--- src/rtl/exc_redirect_ctrl.sv ---
// Exception entry / ERET / boot sequencer: samples WB exception flags, flushes the
// pipeline, issues CP0 update strobes and hands a redirect PC to fetch (valid/ready).
module exc_redirect_ctrl #(
  parameter logic [31:0] RESET_VEC = 32'hbfc0_0000,
  parameter logic [31:0] EXC_VEC   = 32'hbfc0_0380
) (
  input  logic        clk,
  input  logic        resetn,
  input  logic        wb_valid,
  input  logic        wb_exc,
  input  logic [4:0]  wb_exccode,
  input  logic        wb_eret,
  input  logic [31:0] wb_pc,
  input  logic        wb_bd,
  input  logic        cp0_exl,
  input  logic [31:0] cp0_epc,
  output logic        pipe_flush,
  output logic        cp0_epc_we,
  output logic [31:0] cp0_epc_wdata,
  output logic        cp0_cause_we,
  output logic [4:0]  cp0_exccode,
  output logic        cp0_bd,
  output logic        cp0_set_exl,
  output logic        cp0_clr_exl,
  output logic        redir_valid,
  output logic [31:0] redir_pc,
  input  logic        redir_ready,
  output logic        busy
);

  typedef enum logic [1:0] {S_BOOT, S_IDLE, S_FLUSH, S_REDIR} state_e;

  state_e      state_q, state_d;
  logic        kind_q, kind_d;   // 1 = exception, 0 = ERET
  logic [31:0] pc_q, pc_d;
  logic [4:0]  code_q, code_d;
  logic        bd_q, bd_d;
  logic        exl_q, exl_d;
  logic [31:0] epc_q, epc_d;
  logic        evt;

  assign evt = wb_valid & (wb_exc | wb_eret);

  always_ff @(posedge clk or negedge resetn) begin
    if (!resetn) begin
      state_q <= S_BOOT;
      kind_q  <= 1'b0;
      pc_q    <= 32'h0;
      code_q  <= 5'h0;
      bd_q    <= 1'b0;
      exl_q   <= 1'b0;
      epc_q   <= 32'h0;
    end else begin
      state_q <= state_d;
      kind_q  <= kind_d;
      pc_q    <= pc_d;
      code_q  <= code_d;
      bd_q    <= bd_d;
      exl_q   <= exl_d;
      epc_q   <= epc_d;
    end
  end

  // Handshake: redir_valid stays high with a fixed redir_pc until a cycle with
  // redir_ready high; the transfer happens on that cycle's rising edge.
  always_comb begin
    state_d = state_q;
    kind_d  = kind_q;
    pc_d    = pc_q;
    code_d  = code_q;
    bd_d    = bd_q;
    exl_d   = exl_q;
    epc_d   = epc_q;
    case (state_q)
      S_BOOT:  if (redir_ready) state_d = S_IDLE;
      S_IDLE: begin
        if (evt) begin
          state_d = S_FLUSH;
          kind_d  = wb_exc;
          pc_d    = wb_pc;
          code_d  = wb_exccode;
          bd_d    = wb_bd;
          exl_d   = cp0_exl;
          epc_d   = cp0_epc;
        end
      end
      S_FLUSH: state_d = S_REDIR;
      S_REDIR: if (redir_ready) state_d = S_IDLE;
      default: state_d = S_BOOT;
    endcase
  end

  always_comb begin
    pipe_flush    = 1'b1;
    cp0_epc_we    = 1'b0;
    cp0_epc_wdata = 32'h0;
    cp0_cause_we  = 1'b0;
    cp0_exccode   = 5'h0;
    cp0_bd        = 1'b0;
    cp0_set_exl   = 1'b0;
    cp0_clr_exl   = 1'b0;
    redir_valid   = 1'b0;
    redir_pc      = 32'h0;
    busy          = (state_q != S_IDLE);
    case (state_q)
      S_BOOT: begin
        // While reset is held the request is suppressed but the target is already presented.
        redir_valid = resetn;
        redir_pc    = RESET_VEC;
      end
      S_IDLE: pipe_flush = 1'b0;
      S_FLUSH: begin
        if (kind_q) begin
          cp0_cause_we = 1'b1;
          cp0_exccode  = code_q;
          cp0_set_exl  = 1'b1;
          if (!exl_q) begin
            // Nested exceptions keep the original EPC and BD.
            cp0_epc_we    = 1'b1;
            cp0_epc_wdata = bd_q ? (pc_q - 32'd4) : pc_q;
            cp0_bd        = bd_q;
          end
        end else begin
          cp0_clr_exl = 1'b1;
        end
      end
      S_REDIR: begin
        redir_valid = 1'b1;
        redir_pc    = kind_q ? EXC_VEC : epc_q;
      end
      default: ;
    endcase
  end

endmodule
--- config.mk ---
export PLATFORM = sky130hd
export DESIGN_NAME = exc_redirect_ctrl
export DESIGN_NICKNAME = d
export VERILOG_FILES = /design/src/rtl/exc_redirect_ctrl.sv
export SDC_FILE = /design/constraint.sdc
export NUM_CORES = 1
export LEC_CHECK = 0
export BUFFER_PORTS_ARGS = -buffer_cell sky130_fd_sc_hd__buf_2
export CAP_MARGIN = 20
export CELL_PAD_IN_SITES_DETAIL_PLACEMENT = 0
export CELL_PAD_IN_SITES_GLOBAL_PLACEMENT = 2
export CORE_MARGIN = 3
export CORE_UTILIZATION = 30
export CTS_CLUSTER_DIAMETER = 40
export CTS_CLUSTER_SIZE = 12
export DETAILED_ROUTE_END_ITERATION = 7
export HOLD_SLACK_MARGIN = 0.02
export PLACE_DENSITY = 0.77
export SLEW_MARGIN = 20
export SYNTH_ARGS = -nofsm -noshare
export SYNTH_HDL_FRONTEND = slang
export SYNTH_SLANG_ARGS = --single-unit
--- constraint.sdc ---
create_clock -name clk -period 3.05 [get_ports clk]
set_input_delay 0.4575 -clock clk [delete_from_list [all_inputs] [get_ports clk]]
set_output_delay 0.4575 -clock clk [all_outputs]
set_load 0.02 [all_outputs]
==> metrics.txt <==
Yosys Warn Count 0; CTS clock-pin slew for the worst setup and hold paths 60 ps; critical path's top delay family simple AND/OR/NAND/NOR gates; Max VDD drop 0.000473 V; Setup crit end kind output pin; hold buffer count at cts 0; max-cap violations 0; Initial DRC Count 136; commonest non-fill, non-tap cell in the layout buf_2; die width around 120 um; setup ws final 57.7 ps; CP Launch Type flop; CTS Root Buffer Type clkbuf_16; switch share 0.402; fin crit share 0.981; Worst path most repeated cell or4_1; multiplexer share of the synthesized area 0.209; H-tree levels 3; clock buffer count from CTS 9; highest routed layer met4; Flop pwr share 0.366; post-synthesis compound-gate area fraction 0.0809; Comb pwr share 0.449; Post-Route Skew 3.70 ps; iteration count of the initial detailed-routing pass 4; Post-synth EDFFs 0; Fin. Hold Viols 0; metal3 WL 1130 um; maximum root-to-sink buffer count 2; Leakage 2.52 nW; xor/xnor share of the synthesized area 0.0218; Slowest-stage cell, CP or4_4; asr flop ratio synth 1.00; first-pass GRT wire length roughly 18000 um; GPL Wtd Cong 0.795; largest net degree at the start of global routing 75; largest family of logic cells by synthesized area multiplexers; clock tree sinks 74; simple-gate share of the synthesized area 0.175; register area share after synthesis 0.460; RSZ-0062 raised after global routing true; register bit total from synthesis between 70 and 80; max incr delay on CP 570 ps; Vias/cell 4.89; Least-Margin Pin Slew around 950 ps; DRC 0; Slew Viols, Final 0; diode count 0; fmax 0.334 GHz; M1 WL 4950 um; fin crit period 2990 ps; Synth Area per Inst about 11 sq um; Synth area leaders dfrtp_1, mux2_2, and2_1; status complete, no violations; share of layout cells above drive strength 1 0.509; Hold Slack approximately 350 ps; final net count 608; core area approximately 13000 sq um; Routed Antenna Nets 0; post-DP HPWL 8500 um; Cells after Synth 370; Cell Rows 41; NetSw 2.14 mW; net count after synthesis 453; worst path arrival time 2530 ps; Tot GR Track Use 0.159; Main synth FF type dfrtp_1; filler-free cell count of the finished design 701; most frequent cells in the layout buf_2, dfrtp_1, mux2_2; Synth top area share 0.460; WL/cell ~16 um; kind of critical path reg2out; Placed Cells 684; cells along the critical path or4_4, or4_1, or4_1, a21oi_2, buf_4; Clk pwr share 0.185; total power draw between 5 and 6 mW; Max FO, Critical Path 5; Crit path buffers/inverters 1; Place WS 311 ps; CTS tree built; wirelength, routed 11300 um; met2 wire length 4970 um; setup violators final 0; Post-Synth Adder-Cell Area 0.0187; dominant cell type by area after synthesis dfrtp_1; synth unique cells 37; Hold Crit Class in2reg; Buffers on Ports 153; antenna violations before repair 0; GRT Residual Overflow 0; Top Ports 154; Layout area overhead 32.3%; die area 14800 sq um; internal power 3.18 mW; Worst slew margin 0.366; Initial Util 0.312; FILL cells roughly 1300; vias after detailed routing 3428; Power Density 1000 nW/um^2; Die Height 122 um; Worst-Skew Late Latency 330 ps; Mapped Area 4020 sq um; number of global-route vias before repair approximately 3600; WP data required 2590 ps
[logic make-up (layout without fill, tap and decap cells)]
logic type | after synthesis | count (layout)
flops | 74 | 74
fa+ha+maj | 6 | 6
xor+xnor | 10 | 10
simple gates | 117 | 117
compound gates | 57 | 57
mux | 75 | 75
buf+inv | 31 | 190
[final cells by class]
class	count	area, sq um	area share
Clock inverter	2	12.5	0.00235
Sequential cell	74	1850	0.348
Multi-Input combinational cell	265	2070	0.388
Clock buffer	13	260	0.0489
Tap cell	172	215	0.0404
Inverter	9	33.8	0.00635
Timing Repair Buffer	166	881	0.166
[worst paths after layout]
path / startpoint / end / slack [ps] / cells past startpoint
min reg2reg: epc_q[15]$_DFFE_PN0P_ / epc_q[15]$_DFFE_PN0P_ / 490 / 1
min in group asynchronous: resetn / pc_q[0]$_DFFE_PN0P_ / 400 / 2
max: pc_q[18]$_DFFE_PN0P_ / cp0_epc_wdata[23] / 60 / 5
max in group asynchronous: resetn / pc_q[17]$_DFFE_PN0P_ / 2050 / 2
max reg2reg: state_q[1]$_DFFE_PN0P_ / code_q[1]$_DFFE_PN0P_ / 1100 / 6
min: wb_pc[7] / pc_q[7]$_DFFE_PN0P_ / 350 / 2
[per-layer routing]
| layer | vias up | global-route usage |
|---|---|---|
| met5 | - | 0 |
| met4 | 0 | 0.0707 |
| met3 | 17 | 0.0627 |
| met2 | 144 | 0.241 |
| met1 | 1634 | 0.199 |
| li1 | 1633 | - |
[state kept, by name (all words and copies together), names as in the netlist]
signal,cells
code_q,5
epc_q,32
bd_q,1
state_q,2
pc_q,32
kind_q,1
exl_q,1
[stage by stage]
| step | utilization | instance area, sq um | TNS, ps |
|---|---|---|---|
| finish | 0.413 | 5320 | 0 |
| global route | 0.413 | 5320 | -76.2 |
| CTS | 0.410 | 5270 | 0 |
| detailed placement | 0.387 | 4990 | 0 |
| global placement | 0.387 | 4990 | 0 |
| floorplan | - | 4020 | 0 |
[power groups by stage]
stage	combinational (mW)	clock [mW]	sequential, mW
finish	2.39	0.985	1.95
global route	2.66	1.06	2.03
CTS	2.38	1.03	1.94
detailed placement	2.37	0	1.95
global placement	2.35	0	1.91
floorplan	1.74	0	1.80
[synth_stat cells, drive strengths merged (7+ instances only)]
library cell,number
a21oi,28
and2,24
clkbuf,16
dfrtp,74
inv,8
mux2,73
nand2,10
nor2,25
o21ai,14
o31ai,13
or4,17
xor2,7
[timing repair]
| item | in CTS | in global routing |
|---|---|---|
| endpoints found under the setup margin | 3 | 14 |
| buffers inserted | 0 | 2 |
| cloned | 0 | 0 |
| gates resized for setup | 2 | 5 |
| pin swaps | 0 | 1 |
No activity file was read; power rests on OpenSTA's default activity.
